`config.mk`:
```
export PLATFORM = sky130hd
export DESIGN_NAME = seg_led_decoder_flat
export DESIGN_NICKNAME = d
export VERILOG_FILES = /design/src/rtl/seg_led_decoder_pkg.sv /design/src/rtl/seg_led_decoder_if.sv /design/src/rtl/seg_age_timer.sv /design/src/rtl/seg_led_decoder.sv /design/src/flat_wrapper.sv
export SDC_FILE = /design/constraint.sdc
export NUM_CORES = 1
export LEC_CHECK = 0
export BUFFER_PORTS_ARGS = -buffer_cell sky130_fd_sc_hd__buf_4
export CORE_MARGIN = 3
export CORE_UTILIZATION = 55
export CTS_CLUSTER_SIZE = 14
export DETAILED_ROUTE_END_ITERATION = 8
export GPL_TIMING_DRIVEN = 1
export PLACE_DENSITY = 0.73
export SYNTH_ARGS = -nofsm -noshare
export SYNTH_HDL_FRONTEND = slang
export SYNTH_SLANG_ARGS = --single-unit
```
`constraint.sdc`:
```
create_clock -name sys_clk -period 10.25 [get_ports sys_clk]
set_input_delay 2.05 -clock sys_clk [delete_from_list [all_inputs] [get_ports sys_clk]]
set_output_delay 2.05 -clock sys_clk [all_outputs]
set_load 0.02 [all_outputs]
```
`src/rtl/seg_led_decoder_pkg.sv`:
```
// Shared constants, glyph decoder and FSM encoding for the seven-segment bus monitor.
package seg_led_pkg;

    localparam int NUM_DIGITS = 6;

    // Active-high a..g glyphs
    localparam logic [6:0] SEG_0     = 7'h3F;
    localparam logic [6:0] SEG_1     = 7'h06;
    localparam logic [6:0] SEG_2     = 7'h5B;
    localparam logic [6:0] SEG_3     = 7'h4F;
    localparam logic [6:0] SEG_4     = 7'h66;
    localparam logic [6:0] SEG_5     = 7'h6D;
    localparam logic [6:0] SEG_6     = 7'h7D;
    localparam logic [6:0] SEG_7     = 7'h07;
    localparam logic [6:0] SEG_8     = 7'h7F;
    localparam logic [6:0] SEG_9     = 7'h6F;
    localparam logic [6:0] SEG_A     = 7'h77;
    localparam logic [6:0] SEG_B     = 7'h7C;
    localparam logic [6:0] SEG_C     = 7'h39;
    localparam logic [6:0] SEG_D     = 7'h5E;
    localparam logic [6:0] SEG_E     = 7'h79;
    localparam logic [6:0] SEG_F     = 7'h71;
    localparam logic [6:0] SEG_BLANK = 7'h00;

    typedef enum logic [1:0] {
        IDLE    = 2'd0,
        SETTLE  = 2'd1,
        CAPTURE = 2'd2,
        HOLD    = 2'd3
    } state_e;

    typedef struct packed {
        logic       legal;
        logic       blank;
        logic [3:0] hex;
    } glyph_t;

    function automatic glyph_t seg_decode(input logic [6:0] s);
        glyph_t g;
        g.legal = 1'b1;
        g.blank = 1'b0;
        g.hex   = 4'h0;
        case (s)
            SEG_0:     g.hex = 4'h0;
            SEG_1:     g.hex = 4'h1;
            SEG_2:     g.hex = 4'h2;
            SEG_3:     g.hex = 4'h3;
            SEG_4:     g.hex = 4'h4;
            SEG_5:     g.hex = 4'h5;
            SEG_6:     g.hex = 4'h6;
            SEG_7:     g.hex = 4'h7;
            SEG_8:     g.hex = 4'h8;
            SEG_9:     g.hex = 4'h9;
            SEG_A:     g.hex = 4'hA;
            SEG_B:     g.hex = 4'hB;
            SEG_C:     g.hex = 4'hC;
            SEG_D:     g.hex = 4'hD;
            SEG_E:     g.hex = 4'hE;
            SEG_F:     g.hex = 4'hF;
            SEG_BLANK: g.blank = 1'b1;
            default:   g.legal = 1'b0;
        endcase
        return g;
    endfunction

endpackage

```
`src/rtl/seg_led_decoder_if.sv`:
```
// Display bus (sel/seg) plus the decoded view produced by the monitor.
interface seg_led_decoder_if;
    logic [5:0]  sel;
    logic [7:0]  seg;
    logic [23:0] digits;
    logic [5:0]  dp;
    logic [5:0]  blank;
    logic [5:0]  digit_valid;
    logic        frame_done;
    logic        pat_err;

    modport master (
        output sel, seg,
        input  digits, dp, blank, digit_valid, frame_done, pat_err
    );

    modport slave (
        input  sel, seg,
        output digits, dp, blank, digit_valid, frame_done, pat_err
    );
endinterface

```
`src/rtl/seg_age_timer.sv`:
```
// Per-digit refresh age counter; flags expiry once TIMEOUT_CYC-1 cycles pass without refresh.
module seg_age_timer #(
    parameter int TIMEOUT_CYC = 2_500_000
) (
    input  logic sys_clk,
    input  logic rst,
    input  logic refresh,
    input  logic valid_set,
    input  logic valid,
    output logic expired
);

    localparam int AGE_W = (TIMEOUT_CYC > 2) ? $clog2(TIMEOUT_CYC) : 1;
    localparam logic [AGE_W-1:0] AGE_MAX = AGE_W'(TIMEOUT_CYC - 1);

    logic [AGE_W-1:0] age;

    always_ff @(posedge sys_clk or posedge rst) begin
        if (rst) begin
            age <= '0;
        end else if (refresh || valid_set) begin
            age <= '0;
        end else if (valid && (age != AGE_MAX)) begin
            age <= age + 1'b1;
        end
    end

    // A refresh landing on the expiry cycle keeps the digit alive
    assign expired = valid && (age == AGE_MAX) && !refresh && !valid_set;

endmodule

```
`src/rtl/seg_led_decoder.sv`:
```
// Passive seven-segment bus monitor: settles sel/seg, decodes glyphs per digit, ages stale digits.
module seg_led_decoder
    import seg_led_pkg::*;
#(
    parameter int SEL_ACT_LOW = 1,
    parameter int SEG_ACT_LOW = 1,
    parameter int STABLE_CYC  = 16,
    parameter int TIMEOUT_CYC = 2_500_000
) (
    input logic              sys_clk,
    input logic              rst,
    seg_led_decoder_if.slave bus
);

    localparam int CNT_W = $clog2(STABLE_CYC) + 1;
    localparam logic [CNT_W-1:0] CNT_LAST = CNT_W'(STABLE_CYC - 1);
    localparam logic [5:0] SEL_IDLE = (SEL_ACT_LOW != 0) ? 6'h3F : 6'h00;
    localparam logic [7:0] SEG_IDLE = (SEG_ACT_LOW != 0) ? 8'hFF : 8'h00;

    localparam logic [1:0] ST_IDLE    = IDLE;
    localparam logic [1:0] ST_SETTLE  = SETTLE;
    localparam logic [1:0] ST_CAPTURE = CAPTURE;
    localparam logic [1:0] ST_HOLD    = HOLD;

    logic [5:0]       sel_p0, sel_p1;
    logic [7:0]       seg_p0, seg_p1;
    logic [5:0]       sel_n;
    logic [7:0]       seg_n;
    logic [1:0]       state;
    logic [5:0]       ref_sel;
    logic [7:0]       ref_seg;
    logic [CNT_W-1:0] stab_cnt;
    logic [5:0]       seen;
    logic [23:0]      digits_q;
    logic [5:0]       dp_q, blank_q, valid_q;
    logic             frame_q, pat_err_q;
    logic             bus_eq, bus_idle;
    glyph_t           glyph;
    logic [5:0]       cap_wr, hold_ref, expired;

    // Stage p0/p1: synchroniser, idle level held during reset so nothing looks active
    always_ff @(posedge sys_clk or posedge rst) begin
        if (rst) begin
            sel_p0 <= SEL_IDLE;
            sel_p1 <= SEL_IDLE;
            seg_p0 <= SEG_IDLE;
            seg_p1 <= SEG_IDLE;
        end else begin
            sel_p0 <= bus.sel;
            sel_p1 <= sel_p0;
            seg_p0 <= bus.seg;
            seg_p1 <= seg_p0;
        end
    end

    assign sel_n    = sel_p1 ^ SEL_IDLE;
    assign seg_n    = seg_p1 ^ SEG_IDLE;
    assign bus_idle = (sel_n == 6'h00);
    assign bus_eq   = (sel_n == ref_sel) && (seg_n == ref_seg);
    assign glyph    = seg_decode(ref_seg[6:0]);

    assign cap_wr   = ((state == ST_CAPTURE) && glyph.legal) ? ref_sel : 6'h00;
    assign hold_ref = ((state == ST_HOLD) && !bus_idle && bus_eq && glyph.legal) ? ref_sel : 6'h00;

    always_ff @(posedge sys_clk or posedge rst) begin
        if (rst) begin
            state    <= ST_IDLE;
            ref_sel  <= '0;
            ref_seg  <= '0;
            stab_cnt <= '0;
        end else begin
            case (state)
                ST_IDLE: begin
                    if (!bus_idle) begin
                        state    <= ST_SETTLE;
                        ref_sel  <= sel_n;
                        ref_seg  <= seg_n;
                        stab_cnt <= CNT_W'(1);
                    end
                end
                ST_SETTLE: begin
                    if (bus_idle) begin
                        state <= ST_IDLE;
                    end else if (!bus_eq) begin
                        ref_sel  <= sel_n;
                        ref_seg  <= seg_n;
                        stab_cnt <= CNT_W'(1);
                    end else if (stab_cnt == CNT_LAST) begin
                        state <= ST_CAPTURE;
                    end else begin
                        stab_cnt <= stab_cnt + 1'b1;
                    end
                end
                ST_CAPTURE: begin
                    state <= ST_HOLD;
                end
                default: begin
                    if (bus_idle) begin
                        state <= ST_IDLE;
                    end else if (!bus_eq) begin
                        state    <= ST_SETTLE;
                        ref_sel  <= sel_n;
                        ref_seg  <= seg_n;
                        stab_cnt <= CNT_W'(1);
                    end
                end
            endcase
        end
    end

    // Capture stage: digit registers, frame tracking and error pulse
    always_ff @(posedge sys_clk or posedge rst) begin
        if (rst) begin
            digits_q  <= '0;
            dp_q      <= '0;
            blank_q   <= '0;
            valid_q   <= '0;
            seen      <= '0;
            frame_q   <= 1'b0;
            pat_err_q <= 1'b0;
        end else begin
            frame_q   <= 1'b0;
            pat_err_q <= 1'b0;
            if (state == ST_CAPTURE) begin
                if (!glyph.legal) begin
                    pat_err_q <= 1'b1;
                end else if ((seen | ref_sel) == 6'h3F) begin
                    frame_q <= 1'b1;
                    seen    <= '0;
                end else begin
                    seen <= seen | ref_sel;
                end
            end
            for (int i = 0; i < NUM_DIGITS; i++) begin
                if (cap_wr[i]) begin
                    digits_q[4*i +: 4] <= glyph.hex;
                    dp_q[i]            <= ref_seg[7];
                    blank_q[i]         <= glyph.blank;
                    valid_q[i]         <= 1'b1;
                end else if (expired[i]) begin
                    valid_q[i] <= 1'b0;
                end
            end
        end
    end

    for (genvar i = 0; i < NUM_DIGITS; i++) begin : g_age
        seg_age_timer #(
            .TIMEOUT_CYC(TIMEOUT_CYC)
        ) u_age (
            .sys_clk  (sys_clk),
            .rst      (rst),
            .refresh  (hold_ref[i]),
            .valid_set(cap_wr[i]),
            .valid    (valid_q[i]),
            .expired  (expired[i])
        );
    end

    assign bus.digits      = digits_q;
    assign bus.dp          = dp_q;
    assign bus.blank       = blank_q;
    assign bus.digit_valid = valid_q;
    assign bus.frame_done  = frame_q;
    assign bus.pat_err     = pat_err_q;

endmodule
```
`src/flat_wrapper.sv`:
```
// flat-port wrapper written by rule: the top's interface ports become plain ports
module seg_led_decoder_flat import seg_led_pkg::*;
#(
    parameter int SEL_ACT_LOW = 1,
    parameter int SEG_ACT_LOW = 1,
    parameter int STABLE_CYC  = 16,
    parameter int TIMEOUT_CYC = 2_500_000
)
  (sys_clk, rst, bus_sel, bus_seg, bus_digits, bus_dp, bus_blank, bus_digit_valid, bus_frame_done, bus_pat_err);
  seg_led_decoder_if bus_i ();
  input logic sys_clk;
  input logic rst;
  input wire logic [$bits(bus_i.sel)-1:0] bus_sel;
  input wire logic [$bits(bus_i.seg)-1:0] bus_seg;
  output wire logic [$bits(bus_i.digits)-1:0] bus_digits;
  output wire logic [$bits(bus_i.dp)-1:0] bus_dp;
  output wire logic [$bits(bus_i.blank)-1:0] bus_blank;
  output wire logic [$bits(bus_i.digit_valid)-1:0] bus_digit_valid;
  output wire logic [$bits(bus_i.frame_done)-1:0] bus_frame_done;
  output wire logic [$bits(bus_i.pat_err)-1:0] bus_pat_err;
  assign bus_i.sel = bus_sel;
  assign bus_i.seg = bus_seg;
  assign bus_digits = bus_i.digits;
  assign bus_dp = bus_i.dp;
  assign bus_blank = bus_i.blank;
  assign bus_digit_valid = bus_i.digit_valid;
  assign bus_frame_done = bus_i.frame_done;
  assign bus_pat_err = bus_i.pat_err;
  seg_led_decoder #(.SEL_ACT_LOW(SEL_ACT_LOW), .SEG_ACT_LOW(SEG_ACT_LOW), .STABLE_CYC(STABLE_CYC), .TIMEOUT_CYC(TIMEOUT_CYC)) u_core (.sys_clk(sys_clk), .rst(rst), .bus(bus_i));
endmodule
```
# Word-level counts from Yosys, hierarchy flattened
# Cells that the tools add are included.
[totals] ff_bits=231 in_bits=16 output_inout_bits=44
[op_classes] addsub=7 n_eq_ne=42 n_mux=57 bitwise=5 reduce_logical=68
[op_table] operator="$mux W22" n=12
[op_table] operator="$add A22 B1 Y22 const B" n=6
[op_table] operator="$eq A22 B22 Y1 const B" n=6
[op_table] operator="$ne A22 B22 Y1 const B" n=6
[op_table] operator="$eq A7 B7 Y1 const B" n=12
[op_table] operator="$pmux W4 S15" n=1
[op_table] operator="$mux W6" n=6
[op_table] operator="$mux W5" n=6
[op_table] operator="$logic_and A1 B1 Y1" n=29
[op_table] operator="$mux W8" n=3
[op_table] operator="$reduce_bool A2 Y1" n=12
[op_table] operator="$mux W1" n=19
[op_table] operator="$reduce_or A17 Y1" n=1
[op_table] operator="$pmux W8 S2" n=1
[op_table] operator="$pmux W5 S3" n=1
[op_table] operator="$eq A7 B3 Y1 const B" n=2
[op_table] operator="$eq A7 B6 Y1 const B" n=2
[op_table] operator="$logic_not A1 Y1" n=13
[op_table] operator="$mux W2" n=6
[op_table] operator="$pmux W6 S2" n=1
[op_table] operator="$eq A8 B8 Y1" n=1
[op_table] operator="$not A8 Y8" n=1
[op_table] operator="$reduce_and A4 Y1" n=2
[op_table] operator="$logic_not A7 Y1" n=1
[op_table] operator="other kinds (19)" n=29

# Logic depth before layout (Yosys ltp)
# Gate-level depths: netlist (run 1).
[depth] ltp_word=12 mapped_depth=10 mapped_depth_nobuf=9

# Modules after synthesis
# From an unflattened synthesis (run 1), not the netlist that was laid out.
[hier_totals] hier_cells=1120 hier_area_um2=11771.3
[by_module_without_submodules] module="seg_age_timer" instances=6 cells_each=127 area_per_inst_um2=1238.7
[by_module_without_submodules] module="seg_led_decoder" instances=1 cells_each=358 area_per_inst_um2=4339.2

# Least setup slack after synthesis (run 1)
# No wires, ideal clock.
[synth_timing] path_kind="register to output" from="register u_core.valid_q[1] (netlist: u_core.bus.digit_valid[1])" to="output port bus_digit_valid[1]" arrival_time_ps=575 required_time_ps=8200 setup_slack_ps=7625 path_stages_with_launch=2 path_cell_list="dfrtp_1 -> buf_4"
[synth_lines] element="start, declared" line="seg_led_decoder.sv:35" source="logic [5:0] dp_q, blank_q, valid_q;"
[synth_lines] element="start signal, assigned" line="seg_led_decoder.sv:117" source="valid_q <= '0;"
[synth_lines] element="start signal, assigned by index" line="seg_led_decoder.sv:139" source="valid_q[i] <= 1'b1;"
[synth_lines] element="start signal, assigned by index" line="seg_led_decoder.sv:141" source="valid_q[i] <= 1'b0;"
[synth_lines] element="end, declared" line="flat_wrapper.sv:18" source="output wire logic [$bits(bus_i.digit_valid)-1:0] bus_digit_valid;"
# No word-level cell between the ends.

==> results of run 1 <==
[registers in the layout (all words and copies together), names as in the netlist, 8 cells and up]
signal and flops:
u_core.bus.digits 24, u_core.ref_seg 8, u_core.g_age.u_age.age 132, u_core.seg_p1 8
u_core.seg_p0 8
[final cells by class]
cell class | count | area (um^2) | share of cell area
sequential | 231 | 5820 | 0.467
inverter | 43 | 169 | 0.0136
clock inverter | 6 | 58.8 | 0.00472
multi-input combinational | 750 | 4860 | 0.390
clock buffer | 40 | 732 | 0.0588
timing repair buffer | 66 | 495 | 0.0398
tap | 265 | 332 | 0.0266
[per-stage QoR]
stage | cells | utilization
floorplan | 1062 | -
global placement | 1355 | 0.596
detailed placement | 1355 | 0.596
CTS | 1401 | 0.636
global route | 1401 | 0.636
finish | 1401 | 0.636
[routing by layer]
| metal | routed length, um | global-route usage | share of wire |
|---|---|---|---|
| met3 | 804 | 0.0365 | 0.036 |
| met5 | 0 | 0 | 0 |
| met4 | 402 | 0.0499 | 0.018 |
| met1 | 10200 | 0.294 | 0.46 |
| met2 | 10700 | 0.338 | 0.48 |
[Yosys cell counts (all sizes together), types with 2 or more instances]
| cell type | n | area, um^2 |
|---|---|---|
| a211oi | 9 | 105 |
| a21o | 2 | 15.0 |
| a21oi | 32 | 164 |
| a22o | 2 | 17.5 |
| a31oi | 2 | 12.5 |
| and2 | 4 | 25.0 |
| and3 | 21 | 131 |
| and4 | 8 | 70.1 |
| buf | 29 | 185 |
| clkbuf | 9 | 33.8 |
| dfrtp | 203 | 5080 |
| dfstp | 28 | 736 |
| ha | 8 | 100 |
| inv | 43 | 161 |
| mux2 | 36 | 405 |
| mux2i | 19 | 190 |
| nand2 | 77 | 334 |
| nand2b | 3 | 18.8 |
| nand3 | 49 | 245 |
| nand4 | 36 | 240 |
| nor2 | 163 | 612 |
| nor2b | 2 | 12.5 |
| nor3 | 30 | 150 |
| nor3b | 5 | 37.5 |
| nor4 | 21 | 144 |
| nor4b | 9 | 85.1 |
| nor4bb | 3 | 30.0 |
| o2111a | 2 | 22.5 |
| o211ai | 3 | 22.5 |
| o21ai | 25 | 125 |
| o22ai | 3 | 18.8 |
| o31ai | 3 | 41.3 |
| o32ai | 2 | 17.5 |
| or3 | 15 | 93.8 |
| or3b | 2 | 17.5 |
| or4 | 4 | 30.0 |
| xnor2 | 74 | 648 |
| xor2 | 62 | 543 |
[cells in the final DEF, fill, tap and decap left out, types with 21 or more instances in the layout]
| cell | instances |
|---|---|
| a21oi_1 | 31 |
| and3_1 | 21 |
| buf_4 | 66 |
| clkbuf_16 | 25 |
| dfrtp_1 | 203 |
| dfstp_2 | 28 |
| inv_1 | 42 |
| mux2_1 | 36 |
| nand2_1 | 71 |
| nand3_1 | 49 |
| nand4_1 | 35 |
| nor2_1 | 163 |
| nor3_1 | 30 |
| xnor2_1 | 74 |
| xor2_1 | 62 |
[power by group]
part	total (uW)	internal, uW	switching (uW)
clock network	861	513	349
registers	939	925	13.9
logic	47.3	14.8	32.5
[worst register-to-register path: cells and delay by family, from the launching register on]
kind / cells / cell delay [ns]
mux: 1 / 0.36
compound gates: 2 / 1.34
simple gates: 3 / 1.04
flops: 1 / 0.62
[logic make-up after synthesis]
group / count (synthesis)
buf+inv: 81
simple gates: 456
xor+xnor: 136
flops: 231
compound gates: 95
mux: 55
fa+ha+maj: 8
[worst paths after layout]
path	from	endpoint	slack [ns]	cells after the start
max	rst	u_core.g_age[4].u_age.age[10]	6.78	3
min	u_core.seg_p0[4]	u_core.seg_p1[4]	0.36	0
max reg2reg	u_core.ref_seg[4]	u_core.bus.dp[2]	6.80	6
min reg2reg	u_core.seg_p0[4]	u_core.seg_p1[4]	0.36	0
max in group sys_clk	u_core.ref_seg[4]	u_core.bus.dp[2]	6.80	6
min in group asynchronous	rst	u_core.g_age[4].u_age.age[12]	1.69	2
==> impl_metrics.sql, run 1 <==
INSERT INTO impl_metrics (metric_group, metric, value, unit) VALUES
('logic_synthesis', 'synth.yosys.warnings', '0', ''),
('pwr', 'total_power', '1850', 'uW'),
('logic_synthesis', 'ys.flop_type', 'dfrtp_1', ''),
('placed_design', 'place_congestion', '0.897', ''),
('clocking', 'post_cts_buffers', '0', ''),
('grt', 'grt_pass1_wl', '38400', 'um'),
('outcome', 'run_status', 'finished, final reports clean', ''),
('pwr', 'p_leak', '0.00579', 'uW'),
('setup_path', 'worst-setup-path-type', 'primary input to asynchronous set/reset pin', ''),
('timing', 'timing.fmax', '288', 'MHz'),
('logic_synthesis', 'synth_enable_flop_cells', '0', ''),
('routing', 'wire_per_inst', '15.8', 'um'),
('timing', 'timing.final.setup_violations', '0', ''),
('clocking', 'total_cts_buffers', '25', ''),
('setup_path', 'timing.critical_path.arrival', '3.94', 'ns'),
('setup_path', 'path_common_cell', 'buf_4', ''),
('routing', 'vias_per_cell', '5.59', ''),
('job', 'drv.max_cap_violation_count', '0', ''),
('logic_synthesis', 'synthSimpleGateAreaFrac', '0.209', ''),
('timing', 'tightest_slew', '1.19', 'ns'),
('worst_hold_path', 'hold_class', 'register to register', ''),
('logic_synthesis', 'synth_mux_area_frac', '0.0539', ''),
('grt', 'antenna_found_initial', '0', ''),
('timing', 'period_needed', '3.47', 'ns'),
('logic_synthesis', 'synth.avg_cell_area', '10.4', 'um^2'),
('floorplan', 'die-width', '148', 'um'),
('pwr', 'power_density', '148', 'nW/um^2'),
('clocking', 'cts_root_buf', 'clkbuf_16', ''),
('timing', 'timing.clock.skew', '0.0230', 'ns'),
('clocking', 'cts_sinks', '231', ''),
('timing', 'relSlewSlack', '0.200', ''),
('layout', 'antennaDiodeCount', '0', ''),
('setup_path', 'cp-start-kind', 'primary input', ''),
('grt', 'grt_max_degree', '147', ''),
('placed_design', 'hpwlAfterDp', '14900', 'um'),
('logic_synthesis', 'netlist-cell-type-count', '64', ''),
('layout', 'fin_area', '12500', 'um^2'),
('logic_synthesis', 'synthesis.area', '11100', 'um^2'),
('layout', 'final_nets', '1141', ''),
('logic_synthesis', 'synth-seq-area-share', '0.526', ''),
('grt', 'global_route.usage.total', '0.208', ''),
('setup_path', 'timing.critical_path.slowest_cell_delay', '0.93', 'ns'),
('logic_synthesis', 'synth_top_family_by_area', 'simple AND/OR/NAND/NOR gates', ''),
('grt', 'vias_in_the_first_global_route', '7758', ''),
('floorplan', 'num_io_pins', '60', ''),
('clocking', 'cts.path.max_buffers', '3', ''),
('setup_path', 'cp.buffers_inverters', '3', ''),
('clocking', 'post_cts_clock_slew_at_the_launch_and_capture_registers_of_the_worst_setup_and_hold_paths', '0.05', 'ns'),
('timing', 'setup_repair_after_global_routing_missed_its_margin', 'false', ''),
('setup_path', 'worstPathCellList', 'buf_4, inv_8, buf_4', ''),
('routing', 'first_iter_violations', '387', ''),
('clocking', 'clkLatencyLatePin', '0.52', 'ns'),
('clocking', 'hold_buffers', '0', ''),
('logic_synthesis', 'asyncSetResetFlopFracSynth', '1.00', ''),
('timing', 'timing.final.crit_share', '0.338', ''),
('routing', 'remaining_drc_errors', '0', ''),
('setup_path', 'worst_setup_path_end_kind', 'asynchronous set/reset pin', ''),
('placed_design', 'post_dp_cell_area', '11700', 'um^2'),
('placed_design', 'port_buffers', '59', ''),
('pwr', 'peakVddDrop', '0.000147', 'V'),
('timing', 'tns', '0', 'ns'),
('setup_path', 'worst-path-max-fanout', '146', ''),
('timing', 'final_critical_path_setup_slack', '6.78', 'ns'),
('setup_path', 'cp.required', '10.72', 'ns'),
('clocking', 'cts.htree.levels', '1', ''),
('grt', 'grt_overflow', '0', ''),
('floorplan', 'initial_utilization', '0.564', ''),
('routing', 'via_count', '7827', ''),
('logic_synthesis', 'synth.net_count', '1086', ''),
('logic_synthesis', 'synthCells', '1062', ''),
('placed_design', 'dpl_worst_slack', '6.18', 'ns');
Power figures use the tool's default switching activity.
==> run 2: changes to the inputs <==
==> constraint.sdc (replaced) <==
create_clock -name sys_clk -period 3.32 [get_ports sys_clk]
set_input_delay 0.664 -clock sys_clk [delete_from_list [all_inputs] [get_ports sys_clk]]
set_output_delay 0.664 -clock sys_clk [all_outputs]
set_load 0.02 [all_outputs]
==> run 2 against run 1 <==
Combinational power grew to 3.4 times the previous value. Non-clock buffer count rose by 12. Cell area increased by 1.8%. Flip-flop and latch count stayed put. Die area stayed put. Power rose to 3.2 times the previous value. Sequential share of layout area shrank 0.84 points. Hold slack worse by 0.22 ns. Core utilization grew 1.2 points. Global-route usage rose by 0.41 points. Worst setup slack worse by 6.3 ns. Critical path type is now register to register. Critical endpoint is now u_core.bus.digits[9]. Largest cell class unchanged. Largest power group unchanged.
==> impl_metrics.sql, run 2 (same netlist as run 1, synthesis figures left out) <==
INSERT INTO impl_metrics (metric_group, metric, value, unit) VALUES
('clocking', 'post_cts_buffers', '0', ''),
('layout', 'largest_reg_flops', '132', ''),
('clocking', 'cts_repair_resize_count', '0', ''),
('placed_design', 'placedCellCount', '1367', ''),
('routing', 'number_of_antenna_violating_nets_in_the_routed_design', '0', ''),
('routing', 'finalWirelength', '22700', 'um'),
('timing', 'timing_max_transition_violations_final', '0', ''),
('timing', 'finalHoldViolCount', '0', ''),
('clocking', 'post_cts_clock_slew_at_the_launch_and_capture_registers_of_the_worst_setup_and_hold_paths', '0.06', 'ns'),
('timing', 'timing.final.setup_violations', '0', ''),
('setup_path', 'ff2ff_path_depth', '7', ''),
('setup_path', 'worstPathCellList', 'or3b_1, a2111oi_2, or3_1, o311a_1, buf_4, nand2_4, mux2_1', ''),
('placed_design', 'port_buffers', '59', ''),
('timing', 'timing.final.crit_share', '0.841', ''),
('timing', 'tns', '0', 'ns'),
('clocking', 'clkLatencyLatePin', '0.52', 'ns'),
('setup_path', 'timing.critical_path.slowest_cell_delay', '0.61', 'ns'),
('pwr', 'p_leak', '0.00591', 'uW'),
('placed_design', 'post_dp_cell_area', '11800', 'um^2'),
('timing', 'timing.fmax', '358', 'MHz'),
('layout', 'drive_above_1_share', '0.149', ''),
('routing', 'detail_route.first_pass.iterations', '6', ''),
('layout', 'final_cells', '1411', ''),
('timing', 'tightest_slew', '0.872', 'ns'),
('clocking', 'cts_tree', 'built', ''),
('grt', 'grt_max_degree', '67', ''),
('setup_path', 'cp.buffers_inverters', '1', ''),
('setup_path', 'regToRegSetupSlack', '0.53', 'ns'),
('timing', 'final.hold.worst_slack', '0.132', 'ns'),
('layout', 'layout.cells.most_common', 'dfrtp_1', ''),
('setup_path', 'crit-reg2reg-launch', 'u_core.ref_seg[4]', ''),
('clocking', 'cts.htree.levels', '1', ''),
('clocking', 'total_cts_buffers', '24', ''),
('timing', 'setup_repair_after_global_routing_missed_its_margin', 'false', ''),
('grt', 'antenna_found_initial', '0', ''),
('setup_path', 'worst-path-max-fanout', '19', ''),
('pwr', 'power_density', '470', 'nW/um^2'),
('floorplan', 'die-width', '148', 'um'),
('routing', 'wire_per_inst', '16.1', 'um'),
('setup_path', 'rr_endpoint', 'u_core.bus.digits[9]', ''),
('layout', 'fin_area', '12700', 'um^2'),
('timing', 'relSlewSlack', '0.416', ''),
('setup_path', 'cp_top_family', 'simple AND/OR/NAND/NOR gates', ''),
('clocking', 'cts_root_buf', 'clkbuf_16', ''),
('timing', 'timing.clock.skew', '0.00903', 'ns'),
('timing', 'period_needed', '2.79', 'ns'),
('pwr', 'total_power', '5960', 'uW'),
('layout', 'antennaDiodeCount', '0', ''),
('floorplan', 'initial_utilization', '0.564', ''),
('pwr', 'peakVddDrop', '0.000320', 'V'),
('setup_path', 'cp-start-kind', 'register', ''),
('clocking', 'cts.path.max_buffers', '3', ''),
('layout', 'final_nets', '1152', ''),
('setup_path', 'worst_setup_path_end_kind', 'register', ''),
('floorplan', 'die_area', '21800', 'um^2'),
('clocking', 'cts_sinks', '231', ''),
('clocking', 'hold_buffers', '0', ''),
('job', 'drv.max_cap_violation_count', '0', ''),
('layout', 'layout-area-overhead-vs-synth', '14.8', '%'),
('routing', 'vias_per_cell', '5.57', ''),
('setup_path', 'timing.critical_path.arrival', '3.19', 'ns'),
('routing', 'via_count', '7865', ''),
('layout', 'top_register', 'u_core.g_age.u_age.age', ''),
('floorplan', 'fp.dieH', '148', 'um'),
('placed_design', 'hpwlAfterDp', '15100', 'um'),
('routing', 'first_iter_violations', '386', ''),
('floorplan', 'core_area', '19600', 'um^2'),
('setup_path', 'critical_path.slowest_cell', 'dfrtp_1', ''),
('grt', 'global_route.usage.total', '0.212', ''),
('floorplan', 'num_io_pins', '60', ''),
('grt', 'grt_pass1_wl', '38700', 'um'),
('grt', 'vias_in_the_first_global_route', '7917', ''),
('placed_design', 'place_congestion', '0.844', ''),
('grt', 'grt_overflow', '0', ''),
('layout', 'layout_common_cells', 'dfrtp_1, nor2_1, buf_4', ''),
('worst_hold_path', 'hold_class', 'primary input to asynchronous set/reset pin', ''),
('routing', 'remaining_drc_errors', '0', ''),
('outcome', 'run_status', 'finished, final reports clean', ''),
('floorplan', 'rows', '51', ''),
('setup_path', 'cp.required', '3.72', 'ns'),
('setup_path', 'worst-setup-path-type', 'register to register', '');
==> run 2: cell types whose count changed in the layout (fill, tap and decap cells not counted), sizes merged <==
cell,before,now
clkinv,4,3
clkinvlp,0,1
buf,66,78
clkbuf,40,39
inv,44,43
==> run 2: worst reg2reg max path, stage by stage (launching register included) <==
cell       delay, ns
dfrtp_1         0.61
or3b_1          0.43
a2111oi_2       0.37
or3_1           0.28
o311a_1         0.20
buf_4           0.29
nand2_4         0.14
mux2_1          0.34
==> run 2: cell type report <==
type	instances	area [um^2]
timing repair buffer	78	623
clock inverter	5	62.6
fill	1612	6900
inverter	43	165
tap	265	332
sequential	231	5820
clock buffer	39	832
multi-input combinational	750	4860
==> run 2: report_power, final <==
group	internal, uW	total [uW]	leakage, uW	switching (uW)
Clock	1800	2900	0.000445	1100
Combinational	55.1	162	0.00237	107
Sequential	2860	2900	0.00309	42.9
Total	4710	5960	0.00591	1250
==> run 2: worst max path at each step <==
| stage | slack [ns] | to | cells after the start | from |
|---|---|---|---|---|
| after floorplan | -0.34 | u_core.bus.blank[0] | 1 | rst |
| after global placement | 0.63 | u_core.bus.dp[4] | 7 | u_core.ref_seg[4] |
| after detailed placement | 0.58 | u_core.bus.digits[14] | 7 | u_core.ref_seg[4] |
| after CTS | 0.53 | u_core.bus.digits[9] | 7 | u_core.ref_seg[4] |
| after global routing | 0.34 | u_core.bus.digits[9] | 7 | u_core.ref_seg[4] |
| final | 0.53 | u_core.bus.digits[9] | 7 | u_core.ref_seg[4] |
==> run 2: stage by stage <==
step / worst slack (ns) / utilization
floorplan: -0.343 / -
global placement: 0.627 / 0.602
detailed placement: 0.578 / 0.602
CTS: 0.530 / 0.648
global route: 0.345 / 0.648
finish: 0.527 / 0.648
==> run 2: per-layer routing <==
metal	up-vias	global-route usage	share of wire
met4	0	0.0620	0.026
met5	-	0	0
met3	44	0.0328	0.035
li1	3793	-	-
met2	147	0.354	0.48
met1	3881	0.290	0.45
